--- src/rtl/mux_2to1.sv ---
// Word-wide 2:1 operand-select multiplexer with a combinational result and a
// load-enabled registered copy (plus the select that produced it).
module mux_2to1 #(
  parameter int unsigned           WIDTH       = 32,
  parameter logic [WIDTH-1:0]      RESET_VALUE = '0
) (
  input  logic             clk,
  input  logic             rst,
  input  logic [WIDTH-1:0] inputA,
  input  logic [WIDTH-1:0] inputB,
  input  logic             select,
  input  logic             load_en,
  output logic [WIDTH-1:0] outMux,
  output logic [WIDTH-1:0] outMux_q,
  output logic             sel_q
);

  // NOTE: the conditional operator (not if/case) is deliberate: with an unknown
  // select it merges both operands bitwise, so agreeing bits stay known and
  // neither input is silently preferred.
  assign outMux = select ? inputB : inputA;

  // NOTE: state is updated with non-blocking assignments so every register
  // samples pre-edge values; reset is synchronous and overrides load_en.
  always_ff @(posedge clk) begin
    if (rst) begin
      outMux_q <= RESET_VALUE;
      sel_q    <= 1'b0;
    end else if (load_en) begin
      outMux_q <= outMux;
      sel_q    <= select;
    end
  end

endmodule

--- config.mk ---
export PLATFORM = sky130hd
export DESIGN_NAME = mux_2to1
export DESIGN_NICKNAME = d
export VERILOG_FILES = /design/src/rtl/mux_2to1.sv
export SDC_FILE = /design/constraint.sdc
export NUM_CORES = 1
export LEC_CHECK = 0
export ABC_AREA = 1
export CAP_MARGIN = 20
export CORE_UTILIZATION = 34
export CTS_CLUSTER_DIAMETER = 40
export CTS_CLUSTER_SIZE = 30
export DETAILED_ROUTE_END_ITERATION = 10
export GPL_ROUTABILITY_DRIVEN = 0
export GPL_TIMING_DRIVEN = 0
export PLACE_DENSITY = 0.89
export RECOVER_POWER = 25
export REMOVE_ABC_BUFFERS = 1
export SYNTH_ARGS = -nofsm -noshare
export SYNTH_HDL_FRONTEND = slang
export SYNTH_SLANG_ARGS = --single-unit
--- constraint.sdc ---
create_clock -name clk -period 1.2 [get_ports clk]
set_clock_uncertainty 0.05 [all_clocks]
set_input_delay 0.24 -clock clk [delete_from_list [all_inputs] [get_ports clk]]
set_output_delay 0.24 -clock clk [all_outputs]
set_load 0.01 [all_outputs]
[Word level (Yosys, flattened, before mapping)]
Cells that the tools add are included.
Word-level totals
  register bits after elaboration: 33
  output and inout port bits: 65
  word-level logic and storage cells: 3
Operators by class
  mux-type cells: 1
Operator list (count)
  32-bit two-way mux: 1

[Depth between registers and ports, before layout]
  word-level depth: 1
  gate-level depth with buffers: 7
  depth with buffers taken out: 5

[Least setup slack after synthesis]
Ideal clock, no wire load.
  path type: input port to output port
  from: in select
  to: out outMux[0]
  data arrival time: 722 ps
  path buffers: 2
  stages: 5
  data required time: 910 ps
  path slack: 188 ps
  cell sequence: buf_4 inv_4 buf_6 nand2_1 nand2_1
On the way
  longest elaborated chain between the ends: 1
RTL lines
  start: declaration: line 11  | input logic select,
  32-bit two-way mux: line 21  | assign outMux = select ? inputB : inputA;
  end: declaration: line 13  | output logic [WIDTH-1:0] outMux,
Every way passes these cells.

[Worst setup path in the final report]
  from: in select
  to: out outMux[1]
Same word-level chain as after synthesis.

==> impl_metrics.ini <==
[yosys]
yosysTopAreaCellShare_pct = 36.7
yosys_warnings = 0
synthTopCellsByArea = dfxtp_1 37%, nand2_1 27%, nor2_1 13%
postSynthAreaPerCell_um2 = 5.81
synth_cell_types = 12
netlist_area_um2 = 1800
synth.largest_area_cell = dfxtp_1
synthCells = 310
yosysSeqAreaShare_pct = 36.7
ys_seq_elements = 33

[grt]
grt_pass1_wl_mm = 11.1
grt_start_max_net_pins = 36
antenna_found_initial = 1
track_usage_pct = 26.7
grt_pass1_vias = 2526
grt_overflow = 0

[hold_path]
hold_class = in -> reg
holdCritStartpoint = inputB[18]

[routing]
drtIter0Drc = 107
drt-vias-per-instance = 4.64
wl_per_cell_um = 13.7
vias = 2736
postRouteAntennaNets = 0
drt-pass1-iter-count = 4
wirelength_mm = 8.10
post-route-drc-count = 0

[outcome]
status = complete, but fails checks
violations = negative setup slack

[clock_network]
cts_tree = done
insertion_delay_ps = 280
clk_pin_slew_ps = 70
cts-root-buf = clkbuf_8
holdBufCountCts = 0
clk_path_buf_depth = 2
cts.sinks = 33
tritoncts.num_buffers = 5
h-tree-depth = 2

[layout]
fin_area_um2 = 3890
areaGrowthSynthToFinish_pct = 116
fillers = 370
layout_commonest_cell = nand2_1
mostFrequentLayoutCells = 103 x nand2_1, 77 x buf_4, 70 x dlygate4sd2_1, 64 x nor2_1, 33 x dfxtp_1
nets = 586
layout-drive-gt1-share_pct = 31.8

[timing]
final.setup.worst_slack_ps = -74.7
report.final.slew_viol_count = 0
setup_violations = 9
tightest_slew_ps = 716
clock.fmax_ghz = 0.785
fin_crit_sh_pct = 106
finalHoldViolations = 0
period_minus_slack_ps = 1270
finalSetupTns_ps = -225
relSlewSlack_pct = 52.3
rsz0062_at_grt = yes

[power]
ir_drop_mv = 0.513
leakage_nw = 2.33
powerDensity_nw_per_um2 = 852

[placed_design]
dp_hpwl_mm = 3.86
place.port_buffers = 132
place_ws_ps = -1530
placedInstanceArea_um2 = 3120

[critical_path]
cp.required_ps = 910
crit_type = in -> out
cp-start-kind = primary input
crit_start = select
r2r-start = outMux_q[13]
crit_arrival_ps = 980
path_max_fanout = 7
crit_path_end_kind = output pin

[floorplanning]
fp.dieW_um = 74.8
fp-row-count = 26
io_pins = 133
coreArea_um2 = 5110
die_y_um = 74.8
initial_utilization_pct = 35.3
dieArea_um2 = 5590

[run]
drv_cap = 0
## repair_timing
action                     4_1_cts  5_1_grt
pin swaps                       86        9
setup endpoints to repair       98       63
gates cloned                     7        0
setup buffers                   77        1
gates resized for setup        258       69
## critical path, cell delays in order
cell and delay [ps]:
buf_16 120, buf_16 170, buf_4 160, nand2_2 60
nand2_1 60, buf_2 150
## kinds of logic after synthesis
group | synth area share [%]
AND/OR/NAND/NOR | 48.9
flip-flops | 36.7
AO/OA/AOI/OAI | 0.694
buffers and inverters | 13.8
## report_power, final
group	total (W)	internal, W	switching, W
clock network	0.000912	0.000518	0.000394
registers	0.00122	0.00118	0.0000406
logic	0.00119	0.000618	0.000573
total	0.00332	0.00231	0.00101
## sequential cells by signal, indices dropped and copies added (netlist names)
register,cells
outMux_q,32
sel_q,1
## synthesized netlist by cell type
cell,number
inv_1,32
nor2_1,64
buf_4,3
buf_6,4
nand3_1,32
clkbuf_1,1
dfxtp_1,33
buf_2,10
nand2_1,128
a21oi_1,1
inv_4,1
o21bai_1,1
## per-layer routing
| metal | vias to the layer above | global-route usage [%] | share of wire, % |
|---|---|---|---|
| met5 | - | 0 | 0 |
| met4 | 0 | 11.3 | 4.0 |
| met3 | 32 | 8.70 | 8.4 |
| met2 | 132 | 49.5 | 49 |
| met1 | 1231 | 27.5 | 38 |
| li1 | 1341 | - | - |
## path summary, 6_finish.rpt
check / endpoint / slack [ps] / cells past startpoint
min: outMux_q[18] / 250 / 5
max reg2reg: outMux_q[13] / 360 / 4
max: outMux[1] / -70 / 6
min reg2reg: sel_q / 470 / 2
## stage by stage
step	power, W	hold WS, ps	utilization [%]	cells
after floorplan	0.00159	283	-	292
after global placement	0.00222	458	60.5	494
after detailed placement	0.00225	468	61.1	496
after CTS	0.00323	320	73.2	588
after global routing	0.00349	308	76.3	590
final	0.00332	249	76.3	590
## cell type report
cell class	instances	area, um2	area share (%)
timing repair inverter	4	63.8	1.64
clock buffer	7	96.3	2.47
sequential	33	661	17.0
multi-input combinational	226	1020	26.2
timing repair buffer	215	1820	46.7
clock inverter	1	5.00	0.128
tap	70	87.6	2.25
antenna	1	2.50	0.0642
inverter	33	140	3.60
No activity file was read; power rests on OpenSTA's default activity.
==> patch, RTL diff (same flow settings) <==
Register the inputs `inputA`, `inputB`, `select` and `load_en` before use, without a reset. The logic sees them one clock later. Comments in the files are not updated.
--- a/src/rtl/mux_2to1.sv
+++ b/src/rtl/mux_2to1.sv
@@ -17,2 +17,14 @@
 
+  logic [WIDTH-1:0] inputA_q;
+  logic [WIDTH-1:0] inputB_q;
+  logic select_q;
+  logic load_en_q;
+
+  always_ff @(posedge clk) begin
+    inputA_q  <= inputA;
+    inputB_q  <= inputB;
+    select_q  <= select;
+    load_en_q <= load_en;
+  end
+
   // NOTE: the conditional operator (not if/case) is deliberate: with an unknown
@@ -20,3 +32,3 @@
   // neither input is silently preferred.
-  assign outMux = select ? inputB : inputA;
+  assign outMux = select_q ? inputB_q : inputA_q;
 
@@ -28,5 +40,5 @@
       sel_q    <= 1'b0;
-    end else if (load_en) begin
+    end else if (load_en_q) begin
       outMux_q <= outMux;
-      sel_q    <= select;
+      sel_q    <= select_q;
     end
Function: changed (a bounded check fails within 4 cycles, from zero or initial values and one cycle with rst high).
==> patch against the original RTL <==
The run ends with design-rule violations, negative setup slack left; count of clock-buffer cells in the layout is 4 higher; routed wire length grew 2.0%; sequential cell count increased by 66; utilization down 22 points; total power grew 100%; synthesized area up 73%; final area rose by 23%; first-iteration DRC count increased by 2.8%; setup slack worse by 330 ps; fmax fell by 21%; critical path type is now reg2out; critical endpoint is now outMux[19]; highest routed layer unchanged.
==> patch: results (changes against the original RTL) <==
| Metric | Value |
|---|---|
| Status | `finished, violations left` |
| Failing checks | `design-rule violations, negative setup slack` |
| Sequential share of the synthesized area | `63.5% (+27 points)` |
| NumNets Final | `585 (-0.17%)` |
| Leakage | `2.51 nW (+7.5%)` |
| Commonest cells post-synth | `nand2_1, dfxtp_1, nor2_1, inv_1, nand3_1` |
| Yosys Warn Count | `0 (unchanged)` |
| Via count | `2,772 (+1.3%)` |
| Yosys top cell area share | `63.5% (+27 points)` |
| Worst Reg-to-Reg Cells | `7 (+3)` |
| Worst-path clk slew | `90 ps (+20 ps)` |
| Worst setup margin | `-409 ps (-334 ps)` |
| Vias in the first global route | `2,761 (+9.3%)` |
| Count of cell types in the netlist | `12 (unchanged)` |
| Antenna violations before repair | `0 (-1)` |
| Reg2reg start | `select_q$_DFF_P_` |
| Worst setup path startpoint | `select_q$_DFF_P_` |
| Async set-or-reset flop fraction in the synthesized netlist | `0% (unchanged)` |
| Port Buf Inserts | `132 (unchanged)` |
| Layout cells sized above 1 | `30.3% (-1.5 points)` |
| HPWL Detailed | `5330 um (+38%)` |
| Longest Clk Path Bufs | `2 (unchanged)` |
| Hold Path Class | `in2reg` |
| DRC viols | `16 (+16)` |
| CP max stage delay | `420 ps (+250 ps)` |
| Largest net degree at the start of global routing | `35 (-2.8%)` |
| DR WL/cell | `13.1 um (-4.5%)` |
| Slew Viols, Final | `0 (unchanged)` |
| Setup-failing EPs final | `32 (+23)` |
| Clk root buf | `clkbuf_8` |
| Router iterations before antenna repair | `8 (+4)` |
| Tot GR Track Use | `18.1% (-8.6 points)` |
| Worst IR Drop VDD | `0.000843 V (+64%)` |
| Setup WS pre-CTS | `-1020 ps (+502 ps)` |
| Hold Startpoint | `inputB[17]` |
| Top post-synthesis cells by area | `dfxtp_1, nand2_1, nor2_1, nand3_1, inv_1` |
| Largest registers | `inputA_q: 32 flops, inputB_q: 32 flops, outMux_q: 32 flops` |
| Ant. Diodes | `0 (-1)` |
| Critical Path AT | `1320 ps (+340 ps)` |
| Slew of the pin with the lowest slew margin | `411 ps (-305 ps)` |
| Hold depth | `1 (-4)` |
| First-pass GRT wire length | `13,400 um (+20%)` |
| Slowest stage cell, crit path | `dfxtp_4` |
| Crit path max fanout | `9 (+2)` |
| CP delay by family, top | `flip-flops` |
| 1st-iter DRT viols | `110 (+2.8%)` |
| Num CTS Buffers | `9 (+4)` |
| Worst-skew pair later-pin latency | `340 ps (+60 ps)` |
| H-tree levels | `3 (+1)` |
[patch: cell types whose count changed after synthesis]
| cell | change |
|---|---|
| dfxtp_1 | +66 |
[patch: cell type report]
cell class              instances  area [um2]
inverters                      33         140
multi-input cells             226        1030
repair inverters                3        52.6
clock buffers                  11         141
flip-flops and latches         99        2020
fillers                       827        4020
well taps                     108         135
repair buffers                145        1210
clock inverters                 5        60.1
[patch: cell families (layout without fill, tap and decap cells)]
logic type,count (synthesis),in the layout,synth area share (%)
AOI/OAI and AO/OA,2,2,0.401
and+or+nand+nor,224,224,28.2
DFF,99,99,63.5
buffers and inverters,51,197,7.93
[patch: layer usage]
layer | share of wire, % | global-route usage [%]
met5 | 0 | 0
met2 | 55 | 33.7
met3 | 5.4 | 5.58
met4 | 1.1 | 5.83
met1 | 38 | 19.4
[patch: worst paths after layout]
check                        endpoint  slack [ps]
max                        outMux[19]        -410
min              inputB_q[17]$_DFF_P_         280
max reg2reg  outMux_q[6]$_SDFFE_PP0P_          30
min reg2reg        sel_q$_SDFFE_PP0P_         470
[patch: timing repair]
item,4_1_cts,5_1_grt
resized for setup,340,10
buffers inserted,6,2
gates cloned,5,0
endpoints found under the setup margin,98,40
[patch: per-stage QoR]
stage	setup TNS, ps	util [%]	hold WS [ps]	std cells	instance area (um2)
6_report	-12390	54.4	281	630	4790
5_1_grt	-15370	54.4	263	630	4790
4_1_cts	-13760	54.0	250	628	4760
3_5_place_dp	-48410	51.3	461	601	4520
3_3_place_gp	-82580	50.6	458	598	4460
2_1_floorplan	-30010	-	218	358	3000
[patch: report_power, final]
| part | internal, W | switching [W] | leakage, nW |
|---|---|---|---|
| Clock | 0.00103 | 0.00110 | 0.100 |
| Combinational | 0.000492 | 0.000483 | 1.57 |
| Sequential | 0.00349 | 0.0000936 | 0.839 |
